--- src/rtl/pc_pkg.sv ---
// Shared types and constants for the program-counter sequencer slice.
package pc_pkg;

    localparam int INDEX_WIDTH_DEF = 9;
    localparam int LEN_WIDTH_DEF   = 8;
    localparam int PC_STEP         = 4;

    typedef enum logic [1:0] {
        RUN    = 2'd0,
        COPY   = 2'd1,
        HALTED = 2'd2
    } pc_state_t;

endpackage

--- src/rtl/copy_counter.sv ---
// Copy index counter: loads the copy length, steps the index and flags the final word.
module copy_counter #(
    parameter int Len_width = 8
) (
    input  logic                 clk,
    input  logic                 rst_n,
    input  logic                 load_i,
    input  logic [Len_width-1:0] len_i,
    input  logic                 inc_i,
    input  logic                 clear_i,
    output logic [Len_width-1:0] count_o,
    output logic                 last_o
);

    logic [Len_width-1:0] count_q;
    logic [Len_width-1:0] len_q;

    // Index 0 belongs to the start cycle, so a load begins counting at 1.
    always_ff @(posedge clk) begin
        if (!rst_n) begin
            count_q <= {Len_width{1'b0}};
            len_q   <= {Len_width{1'b0}};
        end else if (load_i) begin
            count_q <= Len_width'(1);
            len_q   <= len_i;
        end else if (clear_i) begin
            count_q <= {Len_width{1'b0}};
        end else if (inc_i) begin
            count_q <= count_q + Len_width'(1);
        end
    end

    assign count_o = count_q;
    assign last_o  = (count_q == (len_q - Len_width'(1)));

endmodule

--- src/rtl/pc_sequencer.sv ---
// PC register and fetch sequencer: branch load, multi-cycle copy stall and sticky halt.
module pc_sequencer
    import pc_pkg::*;
#(
    parameter int                   Index_width  = INDEX_WIDTH_DEF,
    parameter int                   Len_width    = LEN_WIDTH_DEF,
    parameter logic [Index_width-1:0] Reset_vector = '0
) (
    input  logic                   clk,
    input  logic                   rst_n,
    input  logic [Index_width-1:0] Next_value,
    output logic [Index_width-1:0] Current_value,
    output logic                   mem_copy,
    input  logic                   branch_en,
    input  logic [Index_width-1:0] branch_target,
    input  logic                   copy_start,
    input  logic [Len_width-1:0]   copy_len,
    output logic                   copy_active,
    output logic [Len_width-1:0]   copy_idx,
    output logic                   copy_done,
    output logic                   halted,
    input  logic                   halt
);

    localparam logic [Index_width-1:0] ALIGN_MASK = ~(Index_width'(PC_STEP - 1));

    pc_state_t              state_q;
    logic [Index_width-1:0] pc_q;
    logic                   start_s;
    logic                   single_s;
    logic                   load_s;
    logic                   in_copy_s;
    logic                   last_s;
    logic [Len_width-1:0]   count_s;

    // A copy starts only when neither halt nor branch wins and the length is non-zero.
    assign start_s   = (state_q == RUN) && !halt && !branch_en && copy_start
                       && (copy_len != {Len_width{1'b0}});
    assign single_s  = start_s && (copy_len == Len_width'(1));
    assign load_s    = start_s && !single_s;
    assign in_copy_s = (state_q == COPY);

    copy_counter #(
        .Len_width (Len_width)
    ) u_copy_counter (
        .clk     (clk),
        .rst_n   (rst_n),
        .load_i  (load_s),
        .len_i   (copy_len),
        .inc_i   (in_copy_s && !last_s),
        .clear_i (in_copy_s && last_s),
        .count_o (count_s),
        .last_o  (last_s)
    );

    // Copy handshake outputs follow the current cycle's decision.
    always_comb begin
        copy_active = start_s || in_copy_s;
        copy_done   = single_s || (in_copy_s && last_s);
        mem_copy    = load_s || (in_copy_s && !last_s);
        if (in_copy_s) begin
            copy_idx = count_s;
        end else begin
            copy_idx = {Len_width{1'b0}};
        end
    end

    // Sequencer FSM and PC register.
    always_ff @(posedge clk) begin
        if (!rst_n) begin
            state_q <= RUN;
            pc_q    <= Reset_vector;
        end else begin
            case (state_q)
                RUN: begin
                    if (halt) begin
                        state_q <= HALTED;
                    end else if (branch_en) begin
                        pc_q <= branch_target & ALIGN_MASK;
                    end else if (load_s) begin
                        state_q <= COPY;
                    end else begin
                        pc_q <= Next_value;
                    end
                end
                COPY: begin
                    if (last_s) begin
                        pc_q    <= Next_value;
                        state_q <= RUN;
                    end
                end
                HALTED: begin
                    state_q <= HALTED;
                end
                default: begin
                    state_q <= RUN;
                end
            endcase
        end
    end

    assign Current_value = pc_q;
    assign halted        = (state_q == HALTED);

endmodule

--- config.mk ---
export PLATFORM = sky130hd
export DESIGN_NAME = pc_sequencer
export DESIGN_NICKNAME = d
export VERILOG_FILES = /design/src/rtl/pc_pkg.sv /design/src/rtl/copy_counter.sv /design/src/rtl/pc_sequencer.sv
export SDC_FILE = /design/constraint.sdc
export NUM_CORES = 1
export LEC_CHECK = 0
export ABC_AREA = 0
export CORE_MARGIN = 4
export CORE_UTILIZATION = 46
export CTS_CLUSTER_DIAMETER = 50
export DETAILED_ROUTE_END_ITERATION = 10
export GPL_TIMING_DRIVEN = 0
export PLACE_DENSITY = 0.83
export SYNTH_ARGS = -nofsm -noshare
export SYNTH_HDL_FRONTEND = slang
export SYNTH_HIERARCHICAL = 1
export SYNTH_SLANG_ARGS = --single-unit
--- constraint.sdc ---
create_clock -name clk -period 2.8 [get_ports clk]
set_clock_uncertainty 0.05 [all_clocks]
set_input_delay 0.56 -clock clk [delete_from_list [all_inputs] [get_ports clk]]
set_output_delay 0.56 -clock clk [all_outputs]
set_load 0.005 [all_outputs]
======== After elaboration in Yosys (flattened, before gate mapping) ========
Index checks and enable logic that the tools add are counted.
word-level totals
  input bits .............................. 31
  register bits after elaboration ......... 27
  logic and storage cells ................. 53
  output and inout bits ................... 21
operators by class
  reductions and logical operators ........ 22
  muxes and demuxes ....................... 14
  equal/unequal tests ..................... 9
  add/sub/neg operators ................... 2
  bitwise operators ....................... 1
operator list
  kind                   number
  $mux W9                4
  $pmux W9 S2            1
  $ne A3 B3 Y1 const B   3
  $add A8 B1 Y8 const B  1
  $eq A8 B1 Y1 const B   1
  $eq A8 B8 Y1           1
  $logic_and A1 B1 Y1    8
  $mux W2                4
  $mux W8                1
  $reduce_bool A8 Y1     1
  $sub A8 B1 Y8 const B  1
  $pmux W2 S3            1
  $logic_not A1 Y1       4
  $reduce_and A4 Y1      1
  $logic_or A1 B1 Y1     3
  $mux W1                3
  $reduce_and A3 Y1      1
  $reduce_bool A3 Y1     1
  $reduce_or A3 Y1       1
  $eq A2 B1 Y1 const B   1
  $eq A2 B2 Y1 const B   1
  $logic_not A2 Y1       1
  $ne A2 B1 Y1 const B   1
  $ne A2 B2 Y1 const B   1
  other kinds (2)        2

======== Depth between registers and ports, before layout ========
Gate-level depths: netlist of the first run.
  word-level depth ........................ 12
  depth in mapped cells ................... 12
  depth with buffers taken out ............ 11

======== Cells and area by module ========
Netlist of the first run, hierarchy kept.
modules (own cells, without submodules)
  module        times used  sequential area each (µm²)  cells each  area an instance (µm²)
  copy_counter  1           320.3                       99          904.6
  pc_sequencer  1           220.2                       90          710.7

======== Least setup slack after synthesis of the first run ========
OpenSTA, ideal clock, no wires.
  path type ............................... flip-flop to flip-flop
  start point ............................. register u_copy_counter.len_q[0]
  end point ............................... register u_copy_counter.count_q[5], in the netlist u_copy_counter/count_o[5]
  arrival time ............................ 2.208 ns
  data required time ...................... 2.680 ns
  buffers on the path ..................... 1
  cell stages (with the launch flop) ...... 13
  setup slack ............................. 0.472 ns
  cell sequence ........................... dfxtp_1 > inv_1 > ha_1 > xor2_1 > a21oi_1 > a41o_1 > nand4b_1 > a21oi_2 > nor2_1 > buf_2 > nand4_1 > or3_1 > a21oi_1
on the way
  cells in the longest elaborated chain, start to end .. 4
  elaborated cells on any way between the ends .. 6
RTL lines
  what                                                               line                                    RTL
  start: declaration                                                 copy_counter.sv:16                      logic [Len_width-1:0] len_q;
  start signal: assignment                                           copy_counter.sv:22                      len_q <= {Len_width{1'b0}};
  start signal: assignment                                           copy_counter.sv:25                      len_q <= len_i;
  $sub A8 B1 Y8 *                                                    copy_counter.sv:34                      assign last_o = (count_q == (len_q - Len_width'(1)));
  $eq A8 B8 Y1 *                                                     copy_counter.sv:34
  net last_s                                                         pc_sequencer.sv:33                      logic last_s;
  $logic_and A1 B1 Y1 or $logic_not A1 Y1 (tied branches)            pc_sequencer.sv:51, pc_sequencer.sv:50
  $reduce_or A3 Y1 (no line) or $logic_and A1 B1 Y1 (tied branches)  -
  end signal: assignment                                             copy_counter.sv:24                      count_q <= Len_width'(1);
  end signal: assignment                                             copy_counter.sv:27                      count_q <= {Len_width{1'b0}};
  end signal: assignment                                             copy_counter.sv:29                      count_q <= count_q + Len_width'(1);
  end: declaration                                                   copy_counter.sv:15                      logic [Len_width-1:0] count_q;
Mark *: on every way through the listed nets, which the timed path passes. The rest lies on a longest branch.
A chain may end at the register's enable or synchronous reset.

======== Final worst setup path of the first run ========
  start point ............................. register u_copy_counter.len_q[0]
  end point ............................... output port mem_copy
on the way
  cells in the longest elaborated chain, start to end .. 5
RTL lines
  what                 line                RTL
  $sub A8 B1 Y8        copy_counter.sv:34
  $eq A8 B8 Y1         copy_counter.sv:34
  net last_s           pc_sequencer.sv:33
  $logic_not A1 Y1     pc_sequencer.sv:60  mem_copy = load_s || (in_copy_s && !last_s);
  $logic_and A1 B1 Y1  pc_sequencer.sv:60
  $logic_or A1 B1 Y1   pc_sequencer.sv:60
  end: declaration     pc_sequencer.sv:13  output logic mem_copy,
The timed path passes the listed nets, and every way through them passes these cells.

==> reports/qor.yml, run 1 <==
fin_area_um2: 2333
drv_slew: 0
clock_power_share_pct: 23.0
timing.fmax_ghz: 0.3595
min_path_type: "reg -> reg"
synth_top_cell_by_area: "dfxtp_1"
finalCriticalPeriod_ns: 2.782
fillCellCount: 299
dr.first_iter.drc_count: 90
syn_area_um2: 1615
ys_types: 43
wl_per_cell_um: 14.09
synth-compound-area-share_pct: 12.94
num_vias: 1553
io_pins: 52
synth-adder-area-share_pct: 1.549
antenna_cells: 0
synth.most_common_cell: "dfxtp_1"
dr.pass1.iters: 4
finalCritPeriodShare_pct: 99.35
postPlaceCellArea_um2: 2163
synth_top_family_by_area: "simple AND/OR/NAND/NOR gates"
area_growth_syn_to_layout_pct: 44.46
ctsHoldBuffers: 0
clk_pin_slew_ns: 0.16
cp_max_fo: 5
cts-htree-levels: 1
synthesis.nets: 222
p_int_w: 0.0005587
grt_pass1_wl_mm: 6.541
clock_latency_ns: 0.33
cp_data_arrival_time_ns: 2.17
synth_area_leaders: "dfxtp_1 33%, mux2i_1 11%, xnor2_1 4.9%"
synth_xor_area_share_pct: 8.598
rsz0062_at_grt: "yes"
synth_top_area_share_pct: 33.46
port_buffers: 49
seq_power_share_pct: 53.6
setup_viol: 0
ys_ff_latch: 27
cts_tree: "built"
worstPathRequired_ns: 2.19
grt_util_all_layers_pct: 18.26
slew_headroom_pct: 68.05
cts_sinks: 27
yosysSeqAreaShare_pct: 33.46
fin_nets: 284
power_frac_comb_pct: 23.4
ir_drop_uv: 213.0
first_global_vias: 1508
die_y_um: 67.26
die_w_um: 67.26
antenna_found_initial: 0
hold_viol_final: 0
async_flop_share_pct: 0
grt_overflow_total: 0
viasPerCell: 5.247
yosys.area_share.simple_pct: 28.89
synthCells: 189
p_sw_share_pct: 27.23
grt_max_degree: 16
dieArea_um2: 4524
drt-total-wl_mm: 4.170
dpl.hpwl_mm: 2.966
synth_edf_count: 0
yosysWarnings: 6
p_per_area_nw_per_um2: 329.0
gp_congestion: 0.8071
clk_path_buf_depth: 2
p_sw_w: 0.0002090
hold_ws_ns: 0.4219
outcome: "finished clean"
cp-end-kind: "primary output"
row_count: 21
ant_nets: 0
drive_above_1_share_pct: 17.20
coreArea_um2: 3363
drv_cap: 0
clock-root-buffer: "clkbuf_4"
synth-main-ff-cell: "dfxtp_1"
worst-slew-pin-transition_ns: 0.4783
ys_top_cells_by_count: "27 x dfxtp_1, 18 x mux2i_1, 17 x nand2_1"
synth_mux_area_share_pct: 11.15
post-route-drc-count: 0
leakage_nw: 0.9289
start_util_pct: 48.03
path_class: "reg -> out"
fin_tns_setup_ns: 0
critPathLaunchType: "flop"
synth_area_per_cell_um2: 8.547
cts-buffers-inserted: 3
## routing by layer
metal	track usage, %	wire (um)	share of wire [%]
met1	24.09	1769	42
met2	31.29	2137	51
met3	3.827	249	6.0
met4	2.532	13	0.31
met5	0	0	0
## stage by stage
step           util, %  total power (W)  setup slack [ns]  cells
2_1_floorplan        -        0.0005018            0.4723    189
3_3_place_gp     64.32        0.0005824           -0.3585    284
3_5_place_dp     64.32        0.0005852           -0.3484    284
4_1_cts          67.60        0.0007619           -0.1433    293
5_1_grt          69.38        0.0008037          -0.09152    296
6_report         69.38        0.0007677           0.01817    296
## repair_timing
action | CTS | global route
buffers inserted | 5 | 3
pin swaps | 4 | 10
endpoints found under the setup margin | 3 | 4
resized for setup | 16 | 18
## power groups by stage
stage / clock, W / sequential, W / combinational [W]
global route: 0.000195 / 0.000413 / 0.000196
floorplan: 0 / 0.000419 / 0.0000825
detailed placement: 0 / 0.000421 / 0.000164
global placement: 0 / 0.000421 / 0.000161
CTS: 0.000177 / 0.000412 / 0.000172
finish: 0.000177 / 0.000411 / 0.000180
## sequential cells by signal, summed over array words and instances, names as in the netlist
| register | flops |
|---|---|
| u_copy_counter/len_q | 8 |
| Current_value | 9 |
| state_q | 2 |
| u_copy_counter/count_o | 8 |
## final cells by class
class / instances / area (um2) / share of cell area, %
plain buffers: 8 / 40.04 / 1.716
clock buffers: 3 / 22.52 / 0.9651
clock inverters: 1 / 5.005 / 0.2145
inverters: 4 / 15.01 / 0.6434
multi-input cells: 150 / 1094 / 46.86
flip-flops and latches: 27 / 551.8 / 23.65
well taps: 46 / 57.56 / 2.466
repair buffers: 57 / 548.0 / 23.49
## layout by cell type (no fill, tap or decap), types with 2 or more instances in the layout
cell type and instances:
clkdlybuf4s50_1 45, dfxtp_1 22, mux2i_1 18, nand2_1 16
nor2_1 12, nor2b_1 11, and3_1 9, and2_1 8
o21ai_0 8, buf_4 8, xnor2_1 8, a21boi_0 7
clkbuf_1 5, a21oi_1 5, o21ai_1 4, xor2_1 4
clkbuf_4 3, nand4_1 3, dfxtp_2 3, nor4_4 2
buf_6 2, nand3_1 2, nor3b_1 2, inv_2 2
inv_1 2, xor2_2 2, a21oi_2 2, buf_2 2
or3_1 2, dfxtp_4 2
## cell families after synthesis
kind of cell | count (synthesis)
fa+ha+maj | 2
mux | 18
simple gates | 82
flops | 27
buf+inv | 12
xor+xnor | 15
compound gates | 33
## worst max-delay path, cell delays in order, from the launching register on
cell and delay (ns):
dfxtp_4 0.37, buf_4 0.16, nor2_4 0.14, xnor2_1 0.14, a32o_1 0.22, nand3_2 0.09, a21oi_2 0.17, buf_4 0.14
nor2_2 0.04, or2_4 0.26, buf_6 0.11
## path summary, 6_finish.rpt
path	from	to	slack [ns]	cells past startpoint
setup / recovery	u_copy_counter/len_q[0]	mem_copy	0.02	10
hold / removal	Current_value[1]	Current_value[1]	0.42	2
setup reg to reg	u_copy_counter/len_q[2]	u_copy_counter/count_o[7]	0.20	11
hold reg to reg	Current_value[1]	Current_value[1]	0.42	2
Power figures use the tool's default switching activity.
==> run 2, diff against run 1 <==
--- a/config.mk
+++ b/config.mk
@@ -7,11 +7,11 @@
 export LEC_CHECK = 0
 export ABC_AREA = 0
 export CORE_MARGIN = 4
-export CORE_UTILIZATION = 46
+export CORE_UTILIZATION = 25
 export CTS_CLUSTER_DIAMETER = 50
 export DETAILED_ROUTE_END_ITERATION = 10
 export GPL_TIMING_DRIVEN = 0
-export PLACE_DENSITY = 0.83
+export PLACE_DENSITY = 0.52
 export SYNTH_ARGS = -nofsm -noshare
 export SYNTH_HDL_FRONTEND = slang
 export SYNTH_HIERARCHICAL = 1
==> run 2 against run 1 <==
  * Setup slack better by 0.053 ns
  * Sequential share of layout area down 0.72 points
  * Final cell count up 12%
  * Hold slack worse by 0.0039 ns
  * Count of clock-buffer cells in the layout unchanged
  * Die area up 73%
  * Combinational power about the same
  * Final area up 3.9%
  * Global-route usage down 7.1 points
  * Critical path depth down 1
==> reports/qor.yml, run 2 (synthesis results as in run 1) <==
area_growth_syn_to_layout_pct: 50.04
worst-slew-pin-transition_ns: 0.5027  # +0.02437 ns
row_count: 29  # +38%
clock_latency_ns: 0.28  # -0.05 ns
cts-buffers-inserted: 3  # unchanged
hold_ws_ns: 0.4180  # -0.003909 ns
fin_nets: 289  # +1.8%
cp_max_fo: 6  # +1
drv_slew: 0  # unchanged
setup_viol: 0  # unchanged
grt_overflow_total: 0  # unchanged
die_y_um: 88.38  # +31%
min_path_type: "reg -> reg"
port_buffers: 49  # unchanged
start_util_pct: 25.58  # -22 points
drive_above_1_share_pct: 16.47  # -0.73 points
critPathLaunchType: "flop"
clock-root-buffer: "clkbuf_8"
p_per_area_nw_per_um2: 338.2  # +2.8%
clk_path_buf_depth: 2  # unchanged
ant_nets: 0  # unchanged
io_pins: 52  # unchanged
cts_tree: "built"
hold_viol_final: 0  # unchanged
fillCellCount: 654  # +120%
grt_max_degree: 17  # +1
rsz0062_at_grt: "yes"
layout_commonest_cell: "clkdlybuf4s50_1"
ctsHoldBuffers: 0  # unchanged
cp-end-kind: "primary output"
worstPathRequired_ns: 2.19  # about the same
wl_per_cell_um: 12.87  # -8.6%
outcome: "finished clean"
dr.first_iter.drc_count: 35  # -61%
dr.pass1.iters: 4  # unchanged
drt-total-wl_mm: 4.273  # +2.5%
clk_pin_slew_ns: 0.10  # -0.06 ns
finalCritPeriodShare_pct: 97.47  # -1.9 points
coreArea_um2: 6314  # +88%
viasPerCell: 4.560  # -13%
finalCriticalPeriod_ns: 2.729  # -0.05261 ns
power.total_w: 0.0008197  # +6.8%
cp_data_arrival_time_ns: 2.12  # -0.05 ns
dieArea_um2: 7811  # +73%
first_global_vias: 1496  # -0.80%
cts-htree-levels: 1  # unchanged
timing.fmax_ghz: 0.3664  # +1.9%
dpl.hpwl_mm: 3.214  # +8.4%
largest_register_ffs: 9  # unchanged
leakage_nw: 0.9675  # +4.1%
gp_congestion: 0.8054  # -0.21%
grt_util_all_layers_pct: 11.20  # -7.1 points
grt_pass1_wl_mm: 7.065  # +8.0%
post-route-drc-count: 0  # unchanged
antenna_cells: 0  # unchanged
path_class: "reg -> out"
cts_sinks: 27  # unchanged
ir_drop_uv: 180.0  # -16%
num_vias: 1514  # -2.5%
slew_headroom_pct: 66.42  # -1.6 points
antenna_found_initial: 0  # unchanged
layout_common_cells: "43 x clkdlybuf4s50_1, 23 x dfxtp_1, 18 x mux2i_1"
die_w_um: 88.38  # +31%
drv_cap: 0  # unchanged
==> run 2: cell types whose count changed in the layout (fill, tap and decap cells not counted), moves of 2 or more <==
cell             before  now
buf_4                 8   13
clkbuf_4              3    0
clkbuf_8              0    3
dfxtp_2               3    0
clkdlybuf4s50_1      45   43
dfxtp_4               2    4
dlymetal6s2s_1        1    3
nor2_1               12   14
==> run 2: final timing paths <==
check	from	slack, ns	end	depth (start not counted)
hold / removal	Current_value[7]	0.42	Current_value[7]	2
setup / recovery	u_copy_counter/count_o[6]	0.07	mem_copy	9
hold reg to reg	Current_value[7]	0.42	Current_value[7]	2
setup reg to reg	u_copy_counter/len_q[0]	0.20	u_copy_counter/count_o[7]	13
==> run 2: critical path: stages, from the launching register on <==
cell,delay (ns)
dfxtp_1,0.32
clkbuf_1,0.20
nor4_2,0.34
a32o_1,0.18
nand3_2,0.09
a21oi_2,0.17
buf_4,0.13
nor2_1,0.05
or2_4,0.24
clkbuf_2,0.12
==> run 2: report_power, final <==
group / total (W) / switching [W] / internal (W)
Sequential: 0.000410 / 0.0000137 / 0.000396
Clock: 0.000232 / 0.000131 / 0.000101
Combinational: 0.000178 / 0.0000705 / 0.000107
==> run 2: final cells by class <==
cell class	instances	area, um2	area share [%]
inverters	4	15.01	0.6195
plain buffers	8	40.04	1.652
repair buffers	62	584.3	24.11
multi-input cells	150	1084	44.71
flip-flops and latches	27	555.5	22.92
clock buffers	3	41.29	1.704
well taps	77	96.34	3.975
clock inverters	1	7.507	0.3098
==> run 2: metal layers <==
layer / share of wire (%) / vias up / GRT usage (%)
met1: 46 / 679 / 14.84
li1: - / 794 / -
met2: 44 / 39 / 17.68
met5: 0 / - / 0
met4: 0.54 / 0 / 2.060
met3: 8.7 / 2 / 4.097
==> run 2: repair_timing <==
action / CTS / global route
resized for setup: 13 / 17
pin swaps: 4 / 4
endpoints found under the setup margin: 3 / 5
hold endpoints to repair: 0 / 0
setup buffers: 5 / 8
==> run 2: stage by stage <==
stage	area [um2]	worst slack [ns]	setup TNS (ns)	std cells	utilization [%]
after detailed placement	2202	-0.4070	-0.7114	315	34.88
final	2424	0.07078	0	332	38.39
after global placement	2202	-0.4003	-0.6707	315	34.88
after global routing	2424	-0.02208	-0.02208	332	38.39
after CTS	2326	-0.1542	-0.1542	324	36.84
after floorplan	1615	0.4723	0	189	-
